<file path="config.mk">
export PLATFORM = sky130hd
export DESIGN_NAME = sample_serializer
export DESIGN_NICKNAME = d
export VERILOG_FILES = /design/src/rtl/fir_pkg.sv /design/src/rtl/sync_fifo.sv /design/src/rtl/sample_serializer.sv
export SDC_FILE = /design/constraint.sdc
export NUM_CORES = 1
export LEC_CHECK = 0
export CAP_MARGIN = 20
export CELL_PAD_IN_SITES_DETAIL_PLACEMENT = 0
export CELL_PAD_IN_SITES_GLOBAL_PLACEMENT = 2
export CORE_ASPECT_RATIO = 1.75
export CORE_MARGIN = 1.5
export CORE_UTILIZATION = 39
export DETAILED_ROUTE_END_ITERATION = 7
export PLACE_DENSITY = 0.76
export SLEW_MARGIN = 25
export SYNTH_ARGS = -nofsm -noshare
export SYNTH_HDL_FRONTEND = slang
export SYNTH_SLANG_ARGS = --single-unit
</file>
<file path="constraint.sdc">
create_clock -name i_clk -period 2.6 [get_ports i_clk]
set_clock_uncertainty 0.2 [all_clocks]
set_input_delay 0.39 -clock i_clk [delete_from_list [all_inputs] [get_ports i_clk]]
set_output_delay 0.39 -clock i_clk [all_outputs]
set_load 0.1 [all_outputs]
</file>
<file path="src/rtl/fir_pkg.sv">
// Shared types and constants for the FIR front-end sample serializer.
package fir_pkg;

    // Default PCM sample width used across the FIR front end
    localparam int DATA_WIDTH = 24;

    // One parallel signed PCM sample
    typedef logic signed [DATA_WIDTH-1:0] sample_t;

    // Serializer FSM states
    typedef enum logic [1:0] {
        IDLE  = 2'd0,
        SHIFT = 2'd1,
        GAP   = 2'd2
    } state_e;

endpackage

</file>
<file path="src/rtl/sync_fifo.sv">
// Single-clock FIFO with power-of-two depth and an occupancy count.
// Pushes when full and pops when empty are ignored; read data is the
// current head word, available combinationally.
module sync_fifo #(
    parameter int WIDTH = 24,
    parameter int DEPTH = 4
) (
    input  logic                   clk,
    input  logic                   rst,
    input  logic                   push,
    input  logic                   pop,
    input  logic [WIDTH-1:0]       din,
    output logic [WIDTH-1:0]       dout,
    output logic                   full,
    output logic                   empty,
    output logic [$clog2(DEPTH):0] count
);
    localparam int AW = $clog2(DEPTH);

    logic [AW-1:0]    wr_ptr_q, wr_ptr_d;
    logic [AW-1:0]    rd_ptr_q, rd_ptr_d;
    logic [AW:0]      count_q,  count_d;
    logic [WIDTH-1:0] mem_q [DEPTH];
    logic [WIDTH-1:0] mem_d [DEPTH];
    logic             do_push;
    logic             do_pop;

    assign full    = (count_q == (AW+1)'(DEPTH));
    assign empty   = (count_q == '0);
    assign count   = count_q;
    assign dout    = mem_q[rd_ptr_q];
    assign do_push = push && !full;
    assign do_pop  = pop && !empty;

    // Next pointers, count and storage; pointers wrap naturally at DEPTH
    always_comb begin
        mem_d    = mem_q;
        wr_ptr_d = wr_ptr_q;
        rd_ptr_d = rd_ptr_q;
        count_d  = count_q;
        if (do_push) begin
            mem_d[wr_ptr_q] = din;
            wr_ptr_d        = wr_ptr_q + AW'(1);
        end
        if (do_pop) begin
            rd_ptr_d = rd_ptr_q + AW'(1);
        end
        case ({do_push, do_pop})
            2'b10:   count_d = count_q + (AW+1)'(1);
            2'b01:   count_d = count_q - (AW+1)'(1);
            default: count_d = count_q;
        endcase
    end

    // Control state: reset empties the FIFO
    always_ff @(posedge clk) begin
        if (rst) begin
            wr_ptr_q <= '0;
            rd_ptr_q <= '0;
            count_q  <= '0;
        end else begin
            wr_ptr_q <= wr_ptr_d;
            rd_ptr_q <= rd_ptr_d;
            count_q  <= count_d;
        end
    end

    // Storage array; contents are don't-care while empty so it is not reset
    always_ff @(posedge clk) begin
        mem_q <= mem_d;
    end
endmodule

</file>
<file path="src/rtl/sample_serializer.sv">
// Parallel-to-serial converter feeding the FIR serial input.
// Samples are buffered in a small FIFO, then shifted out LSB first while
// o_dout_valid is high; each word is followed by a guaranteed idle gap.
// i_en low freezes everything; i_rst abandons any word in flight.
module sample_serializer #(
    parameter int DATA_WIDTH = fir_pkg::DATA_WIDTH,
    parameter int FIFO_DEPTH = 4,
    parameter int GAP_CYCLES = 2
) (
    input  logic                         i_clk,
    input  logic                         i_rst,
    input  logic                         i_en,
    input  logic signed [DATA_WIDTH-1:0] i_sample,
    input  logic                         i_sample_valid,
    output logic                         o_sample_ready,
    input  logic                         i_ready,
    output logic                         o_dout,
    output logic                         o_dout_valid
);
    import fir_pkg::*;

    localparam int CW  = (DATA_WIDTH > 1) ? $clog2(DATA_WIDTH) : 1;
    localparam int GW  = (GAP_CYCLES > 1) ? $clog2(GAP_CYCLES) : 1;
    localparam int FAW = $clog2(FIFO_DEPTH);

    state_e                  state_q,   state_d;
    logic [DATA_WIDTH-1:0]   shift_q,   shift_d;
    logic [CW-1:0]           bit_cnt_q, bit_cnt_d;
    logic [GW-1:0]           gap_cnt_q, gap_cnt_d;

    logic                    fifo_push;
    logic                    fifo_pop;
    logic [DATA_WIDTH-1:0]   fifo_dout;
    logic                    fifo_full;
    logic                    fifo_empty;
    logic [FAW:0]            fifo_count;

    // Accept only while enabled, out of reset and with room in the buffer
    assign o_sample_ready = i_en && !i_rst && (fifo_count < (FAW+1)'(FIFO_DEPTH));
    assign fifo_push      = i_sample_valid && o_sample_ready && !fifo_full;

    sync_fifo #(
        .WIDTH (DATA_WIDTH),
        .DEPTH (FIFO_DEPTH)
    ) u_fifo (
        .clk   (i_clk),
        .rst   (i_rst),
        .push  (fifo_push),
        .pop   (fifo_pop),
        .din   (i_sample),
        .dout  (fifo_dout),
        .full  (fifo_full),
        .empty (fifo_empty),
        .count (fifo_count)
    );

    // Serial outputs follow the registered state directly, so they hold
    // automatically whenever the FSM is frozen by i_en
    assign o_dout_valid = (state_q == SHIFT);
    assign o_dout       = (state_q == SHIFT) && shift_q[0];

    // Serializer FSM: load from FIFO, shift on downstream ready, then gap
    always_comb begin
        state_d   = state_q;
        shift_d   = shift_q;
        bit_cnt_d = bit_cnt_q;
        gap_cnt_d = gap_cnt_q;
        fifo_pop  = 1'b0;
        if (i_en) begin
            case (state_q)
                IDLE: begin
                    if (!fifo_empty) begin
                        fifo_pop  = 1'b1;
                        shift_d   = fifo_dout;
                        bit_cnt_d = '0;
                        state_d   = SHIFT;
                    end
                end
                SHIFT: begin
                    if (i_ready) begin
                        shift_d = shift_q >> 1;
                        if (bit_cnt_q == CW'(DATA_WIDTH - 1)) begin
                            bit_cnt_d = '0;
                            gap_cnt_d = '0;
                            state_d   = (GAP_CYCLES == 0) ? IDLE : GAP;
                        end else begin
                            bit_cnt_d = bit_cnt_q + CW'(1);
                        end
                    end
                end
                GAP: begin
                    if (gap_cnt_q == GW'(GAP_CYCLES - 1)) begin
                        state_d = IDLE;
                    end else begin
                        gap_cnt_d = gap_cnt_q + GW'(1);
                    end
                end
                default: begin
                    state_d = IDLE;
                end
            endcase
        end
    end

    // FSM registers; reset drops any partially sent word
    always_ff @(posedge i_clk) begin
        if (i_rst) begin
            state_q   <= IDLE;
            shift_q   <= '0;
            bit_cnt_q <= '0;
            gap_cnt_q <= '0;
        end else begin
            state_q   <= state_d;
            shift_q   <= shift_d;
            bit_cnt_q <= bit_cnt_d;
            gap_cnt_q <= gap_cnt_d;
        end
    end
endmodule

</file>
=== Word level (Yosys, flattened, before mapping) ===
Index checks and enable logic that the tools add are counted.

* Bitwise logic cells: 2
* Reduce and logical (&&, ||, !) cells: 19
* Add/sub/neg operators: 6
* Order comparisons: 4
* Equality and inequality tests: 10
* Multiplexer cells: 26

{| class="wikitable"
|+ Operators with widths
! kind !! count
|-
| 24-bit 2-to-1 mux || 5
|-
| 96-bit bitwise mux || 1
|-
| 24-bit binary-select mux with 2-bit select || 1
|-
| 24-bit demux with 2-bit select || 1
|-
| 24-bit case mux with 2 select lines || 1
|-
| 5-bit 2-to-1 mux || 3
|-
| 5-bit case mux with 2 select lines || 1
|-
| 1-bit logical AND || 8
|-
| 2-bit 2-to-1 mux || 4
|-
| 4-bit AND reduction || 2
|-
| 3-bit >= comparator, second input constant || 2
|-
| 1-bit 2-to-1 mux || 6
|-
| 2-bit != test, second input constant || 3
|-
| 2-bit NOT with 3-bit output || 2
|-
| 2-bit case mux with 3 select lines || 1
|-
| 3-bit case mux with 2 select lines || 1
|-
| 2-bit nonzero test || 3
|-
| 5-bit by 1-bit adder with 5-bit output, second input constant || 1
|-
| 5-bit equality test, second input constant || 1
|-
| 5-bit AND reduction || 1
|-
| 2-bit by 1-bit adder with 2-bit output, second input constant || 2
|-
| 2-bit by 1-bit equality test with 1-bit output, second input constant || 2
|-
| 2-bit equality test, second input constant || 2
|-
| 3-bit by 1-bit adder with 3-bit output, second input constant || 1
|-
| other kinds (10) || 12
|}

* Output and inout bits: 3
* Bits in registers: 135
* Input port bits: 29

=== Logic depth before layout (Yosys ltp) ===
Gate-level depths: netlist of run 1.

* Depth in word-level cells: 8
* Depth in mapped cells: 10
* Depth with buffers taken out: 8

=== By module ===
Synthesis of run 1 repeated with hierarchy kept, for this count alone.

* Cells, all modules: 372
* Area total of the unflattened synthesis: 5,775.5 um^2

{| class="wikitable"
|+ Modules (own cells, without submodules)
! module !! area each (um^2) !! sequential area each (um^2) !! cells each !! instances
|-
| sync_fifo || 3,930.0 || 3,022.9 || 176 || 1
|-
| sample_serializer || 1,845.5 || 640.6 || 196 || 1
|}

=== Worst setup path before layout of run 1 ===
OpenSTA, ideal clock, no wires.

* Path kind: input -> output
* Start: in i_rst
* End: out o_sample_ready
* Setup slack: -895 ps
* Path buffers: 2
* Stages on the path: 3
* Arrival time: 2,905 ps
* Data required time: 2,010 ps
* Cell sequence: clkbuf_1 buf_2 nor3b_1

* Cells in the longest elaborated chain, start to end: 3

{| class="wikitable"
|+ Ends and longest elaborated chain
! what !! RTL line !! source
|-
| start, declared || sample_serializer.sv:11 || <nowiki>input logic i_rst,</nowiki>
|-
| 1-bit zero test || sample_serializer.sv:39 || <nowiki>assign o_sample_ready = i_en && !i_rst && (fifo_count < (FAW+1)'(FIFO_DEPTH));</nowiki>
|-
| 1-bit logical AND (2 in series) || sample_serializer.sv:39 ||
|-
| end, declared || sample_serializer.sv:15 || <nowiki>output logic o_sample_ready,</nowiki>
|}

No other way between the ends.

=== Worst setup path in the final report of run 1 ===
* Start: in i_en
* End: reg u_fifo.count_q[2] (netlist: u_fifo.count[2])

* Elaborated cells between the ends (all ways): 11
* Classes of those cells: eq/ne (2); mux (2); reduce/logical (7)

{| class="wikitable"
|+ RTL lines
! what !! RTL line !! source
|-
| start, declared || sample_serializer.sv:12 || <nowiki>input logic i_en,</nowiki>
|-
| 1-bit 2-to-1 mux * || sample_serializer.sv:69 || <nowiki>if (i_en) begin</nowiki>
|-
| 1-bit logical AND * || sync_fifo.sv:33 || <nowiki>assign do_pop = pop && !empty;</nowiki>
|-
| via u_fifo.do_pop || sync_fifo.sv:26 || <nowiki>logic do_pop;</nowiki>
|-
| 2-bit by 1-bit equality test with 1-bit output or 2-bit equality test (tied branches) || sync_fifo.sv:48 || <nowiki>case ({do_push, do_pop})</nowiki>
|-
| 3-bit case mux with 2 select lines or 2-bit nonzero test (tied branches) || -- ||
|-
| end signal, assigned || sync_fifo.sv:64 || <nowiki>count_q <= count_d;</nowiki>
|-
| end, declared || sync_fifo.sv:22 || <nowiki>logic [AW:0] count_q, count_d;</nowiki>
|}

Mark *: on every way through the listed nets, which the timed path passes. The rest lies on a longest branch.
A chain may end at the register's enable or synchronous reset.

==> reports/qor.txt, run 1 <==
Initial drt markers: 307
WP data arrival: 2.69 ns
Clk sink count: 135
Hold/Removal Path Class: reg2reg
Ys async rst share: 0%
HPWL reported at the end of detailed placement: 6.77 mm
Crit path time final: 2.55 ns
I/O pin total: 32
Max-cap violations: 0
Crit path max fanout: 3
Finished Layout Cells: 608
Fin. Hold Viols: 0
Power per standard cell area: 930 nW/µm²
Vias: 3,501
Setup TNS: 0 ns
Avg WL per Cell: 19.3 µm
Status: finished clean
Final period util: 98.0%
Site Rows: 57
DRT antenna net count: 0
FMAX: 392 MHz
Core area: 13,900 µm²
Worst-Margin Slew: 0.881 ns
WL final: 11.7 mm
Worst Path Required: 2.74 ns
Area after detailed placement: 6190 µm²
Gr ovfl total: 0
Largest net degree at the start of global routing: 44
Critical Path Sink Type: flop
H-tree levels: 4
Diodes inserted: 0
Initial antenna violation count: 0
CTS Root Cell: clkbuf_16
Relative slew slack: 41.1%
Vias in the first global route: 3,655
Die width: 93.4 µm
CTS tree: yes
Mapped Area: 5580 µm²
Layout area overhead: 21.7%
Seq cells post-synth: 135
Final setup viols: 0
Initial Util: 40.1%
Chip Height: 161 µm
Port Buffers: 31
Post-synthesis net count: 413
Top_reg_cell synth: edfxtp_1
Drc violations: 0
Dpl cells: 575
Via/cell ratio: 5.76
Ys Warns: 0
Leak pwr: 2.19 nW
Post-Synthesis Cells: 377
Share of cells above drive strength 1: 27.4%
CTS Hold Bufs: 0
Peak VDD IR: 0.000303 V
Total GRT Usage: 16.5%
First-pass GRT wire length: 18.8 mm
Die area: 15,100 µm²
Design Area, Final: 6790 µm²
CTS max path bufs: 2
Crit Path Class: in2reg
Pre-CTS WS: -0.429 ns
Nets: 454
CTS Buf Count: 17
Final worst setup slack: 0.0519 ns
CP Launch Type: primary input
Register area share after synthesis: 65.7%
GPL Wtd Cong: 0.720
Reg clk slew, reported paths: 0.06 ns
Number of enable flip-flop cells after synthesis: 96
Clock Latency Late Sink: 0.41 ns
Final slew viol count: 0
Drt first pass iters: 8
Final core occ: 48.8%
RSZ-0062 raised after global routing: no
Syn Area/Cell: 14.8 µm²
Post-synthesis cell type count: 48
-- layout by cell type (no fill, tap or decap), types with 6 or more instances in the layout --
cell type and count:
mux2_2 46, nor2_1 8, a21oi_1 6, a31oi_1 24, dfxtp_1 38, and2_1 6
clkbuf_16 17, a222oi_1 23, buf_12 8, nor2b_1 6, a211oi_1 23, inv_1 9
edfxtp_1 96, buf_4 18, clkdlybuf4s50_1 28
-- logic make-up (layout without fill, tap and decap cells) --
family	Yosys count	in the layout	share of synthesized area [%]
adders and majority gates	7	7	1.70
muxes	48	48	9.87
buffers and inverters	41	95	3.88
AOI/OAI and AO/OA	96	96	13.3
DFF	135	135	65.7
and+or+nand+nor	47	47	5.13
xor gates and xnor gates	3	3	0.471
-- registers in the layout, indices dropped and copies added, names as in the netlist --
name / flops
state_q: 2
u_fifo.wr_ptr_q: 2
bit_cnt_q: 5
u_fifo.count: 3
u_fifo.mem_q: 96
shift_q: 24
u_fifo.rd_ptr_q: 2
gap_cnt_q: 1
-- cell usage after synthesis (2+ instances only) --
cell type / instances / area share [%]
edfxtp_1: 96 / 52
mux2_2: 46 / 9.3
dfxtp_1: 39 / 14
a31oi_1: 24 / 2.7
a211oi_1: 23 / 3.1
a222oi_1: 23 / 4.1
buf_2: 20 / 1.8
inv_1: 9 / 0.61
nor2_1: 9 / 0.61
a21oi_1: 7 / 0.63
clkbuf_1: 7 / 0.47
and2_1: 6 / 0.67
ha_1: 6 / 1.3
nor2b_1: 6 / 0.67
buf_6: 5 / 1.0
nand2_1: 4 / 0.27
o21ai_0: 4 / 0.36
a311oi_1: 3 / 0.47
nand2b_1: 3 / 0.34
nand3_1: 3 / 0.27
nor3_1: 2 / 0.18
nor3b_1: 2 / 0.27
o31ai_1: 2 / 0.27
or3_1: 2 / 0.22
or3_2: 2 / 0.27
xor2_1: 2 / 0.31
-- where the power goes --
part	internal, mW	total (mW)	switching [mW]
logic	0.635	1.40	0.768
clock network	1.34	2.30	0.955
registers	2.49	2.62	0.129
total	4.47	6.32	1.85
-- layout make-up --
type | count | area, µm²
Tap cell | 177 | 221
Fill cell | 1198 | 7120
Inverter | 9 | 33.8
Sequential cell | 135 | 3660
Clock buffer | 18 | 429
Multi-Input combinational cell | 201 | 1720
Clock inverter | 14 | 143
Timing Repair Buffer | 54 | 576
-- path summary, 6_finish.rpt --
path                                  end                      from  depth (start not counted)  slack (ns)
min reg2reg      shift_q[23]$_SDFFE_PP0P_  shift_q[23]$_SDFFE_PP0P_                          2        0.28
max reg2reg  u_fifo.count[2]$_SDFFE_PP0P_   state_q[1]$_SDFFE_PP0P_                          8        0.18
max          u_fifo.count[2]$_SDFFE_PP0P_                      i_en                          9        0.05
min              shift_q[23]$_SDFFE_PP0P_  shift_q[23]$_SDFFE_PP0P_                          2        0.28
-- stage by stage --
step           total power, mW  hold slack, ns
2_1_floorplan             3.70           0.248
3_3_place_gp              4.00           0.267
3_5_place_dp              4.03           0.263
4_1_cts                   6.33           0.276
5_1_grt                   6.59           0.327
6_report                  6.32           0.281
-- layer usage --
metal	part of all wire, %	up-vias	track usage, %	routed length [µm]
li1	-	1605	-	-
met2	55	104	30.2	6490
met3	3.9	23	3.39	454
met4	2.4	0	8.40	285
met5	0	-	0	0
met1	38	1769	17.5	4510
-- critical path, stage by stage --
cell             delay, ns
clkdlybuf4s50_1       0.47
or3b_4                0.40
nor2_4                0.13
ha_2                  0.18
inv_1                 0.05
fa_2                  0.33
xor2_1                0.16
or3_2                 0.43
a21oi_2               0.14
-- repair_timing --
item	4_1_cts	5_1_grt
buffers inserted	0	1
gates resized for setup	1	5
pin swaps	0	1
endpoints found under the setup margin	1	1
No activity file was read; power rests on OpenSTA's default activity.
==> run 2, diff against run 1 <==
--- a/config.mk
+++ b/config.mk
@@ -10,10 +10,10 @@
 export CELL_PAD_IN_SITES_GLOBAL_PLACEMENT = 2
 export CORE_ASPECT_RATIO = 1.75
 export CORE_MARGIN = 1.5
-export CORE_UTILIZATION = 39
+export CORE_UTILIZATION = 40
+export CTS_BUF_LIST = sky130_fd_sc_hd__clkbuf_4 sky130_fd_sc_hd__clkbuf_8
 export DETAILED_ROUTE_END_ITERATION = 7
-export PLACE_DENSITY = 0.76
-export SLEW_MARGIN = 25
+export PLACE_DENSITY_LB_ADDON = 0.15
 export SYNTH_ARGS = -nofsm -noshare
 export SYNTH_HDL_FRONTEND = slang
 export SYNTH_SLANG_ARGS = --single-unit
==> run 2 against run 1 <==
Non-clock buffer count is 3 higher. Global-route usage is 0.58 points higher. Sequential power hardly changed. Hold slack better by 0.0060 ns. Register-to-register slack better by 0.04 ns. Count of clock-buffer cells in the layout is 1 higher. First-iteration DRC count is 21% lower.
==> reports/qor.txt, run 2 (synthesis results as in run 1) <==
Drt first pass iters: 5
Clock Latency Late Sink: 0.42 ns
HPWL reported at the end of detailed placement: 6.85 mm
CTS max path bufs: 2
Status: finished clean
FMAX: 398 MHz
Reg power frac: 45.3%
Hold/Removal Path Class: reg2reg
Total GRT Usage: 17.1%
Clk network pwr share: 29.5%
Finished Layout Cells: 608
Largest registers: u_fifo.mem_q (96), shift_q (24), bit_cnt_q (5)
Fillers: 1,187
I/O pin total: 32
Fin. Hold Viols: 0
Site Rows: 56
Layout area overhead: 19.0%
Critical Path Sink Type: flop
Final setup viols: 0
Die area: 14,700 µm²
Final period util: 96.5%
Gr ovfl total: 0
Reg clk slew, reported paths: 0.08 ns
CP Launch Type: primary input
Initial drt markers: 241
Sw power: 1.71 mW
First-pass GRT wire length: 19.2 mm
Met1 Use GR: 19.1%
Vias: 3,444
Internal: 4.02 mW
Final slew viol count: 0
Vias in the first global route: 3,749
Setup TNS: 0 ns
Share of cells above drive strength 1: 28.1%
Clk sink count: 135
Leak pwr: 2.13 nW
Nets: 457
Core area: 13,500 µm²
Setup bufs post-CTS: 0
Chip Height: 159 µm
Largest net degree at the start of global routing: 52
Avg WL per Cell: 19.5 µm
Design Area, Final: 6640 µm²
Power Total: 5.73 mW
Most Crowded Layer GR: met2
Peak VDD IR: 0.000423 V
Power per standard cell area: 863 nW/µm²
RSZ-0062 raised after global routing: no
CTS Hold Bufs: 0
Met2 Track Usage GR: 30.4%
Initial antenna violation count: 0
Crit Path Class: in2reg
Via/cell ratio: 5.66
DRT antenna net count: 0
Commonest non-fill, non-tap cell in the layout: edfxtp_1
Max-cap violations: 0
Crit path max fanout: 2
WL final: 11.8 mm
Biggest register: u_fifo.mem_q
Port Buffers: 31
Max reg flops: 96
Commonest non-fill, non-tap cells in the layout: edfxtp_1 (96), mux2_2 (46), dfxtp_1 (38)
GPL Wtd Cong: 0.723
Worst Path Required: 2.75 ns
Crit path time final: 2.51 ns
CTS Root Cell: clkbuf_8
Sw Share: 29.8%
Area after detailed placement: 6220 µm²
CTS tree: yes
Worst-Margin Slew: 0.942 ns
Diodes inserted: 0
Drc violations: 0
WP data arrival: 2.66 ns
Hold Slack: 0.287 ns
Die width: 92.3 µm
CTS Buf Count: 17
GR Util met3: 3.39%
Initial Util: 41.3%
Relative slew slack: 37.1%
H-tree levels: 4
Logic pwr share: 25.2%
Dpl cells: 576
[run 2: cell types whose count changed in the layout (fill, tap and decap cells not counted), moves of 2 or more]
cell,previous run,this run
buf_4,18,21
clkbuf_16,17,0
clkbuf_4,0,2
clkbuf_8,0,17
inv_8,3,0
[run 2: path summary, 6_finish.rpt]
kind                                 from                           end  slack (ns)  depth (start not counted)
max                                  i_en  u_fifo.count[2]$_SDFFE_PP0P_        0.09                          9
max reg2reg  u_fifo.count[2]$_SDFFE_PP0P_  u_fifo.count[2]$_SDFFE_PP0P_        0.22                          8
min             bit_cnt_q[1]$_SDFFE_PP0P_     bit_cnt_q[1]$_SDFFE_PP0P_        0.29                          2
min reg2reg     bit_cnt_q[1]$_SDFFE_PP0P_     bit_cnt_q[1]$_SDFFE_PP0P_        0.29                          2
[run 2: repair_timing]
| action | in CTS | in global routing |
|---|---|---|
| setup endpoints to repair | 0 | 1 |
| resized for setup | 0 | 6 |
| hold endpoints to repair | 0 | 0 |
[run 2: final cells by class]
type	count	area, µm²	share of cell area [%]
Clock inverter	13	145	2.18
Multi-Input combinational cell	201	1730	26.1
Clock buffer	19	249	3.75
Inverter	9	33.8	0.509
Tap cell	174	218	3.28
Sequential cell	135	3660	55.2
Timing Repair Buffer	57	598	9.00
[run 2: per-stage QoR]
stage	util, %	worst slack, ns
after global routing	49.1	0.0302
after CTS	48.9	0.0341
after global placement	46.0	-0.383
after floorplan	-	0.0373
final	49.1	0.0902
after detailed placement	46.0	-0.405
[run 2: critical path, stage by stage]
cell and delay (ns):
clkdlybuf4s50_1 0.48, or3b_4 0.41, nor2_4 0.12, ha_4 0.14, inv_1 0.04, fa_1 0.37, xor2_1 0.16, or3_2 0.42
a21oi_2 0.14
[run 2: layer usage]
layer | wire length [µm] | vias to the layer above
li1 | - | 1608
met1 | 4700 | 1745
met2 | 6480 | 72
met3 | 366 | 19
met4 | 291 | 0
met5 | 0 | -
[run 2: power groups by stage]
stage	sequential [mW]	combinational [mW]	clock, mW
after detailed placement	2.64	1.42	0
after CTS	2.59	1.43	1.75
after global routing	2.61	1.59	1.83
after global placement	2.64	1.41	0
final	2.60	1.44	1.69
after floorplan	2.60	1.10	0
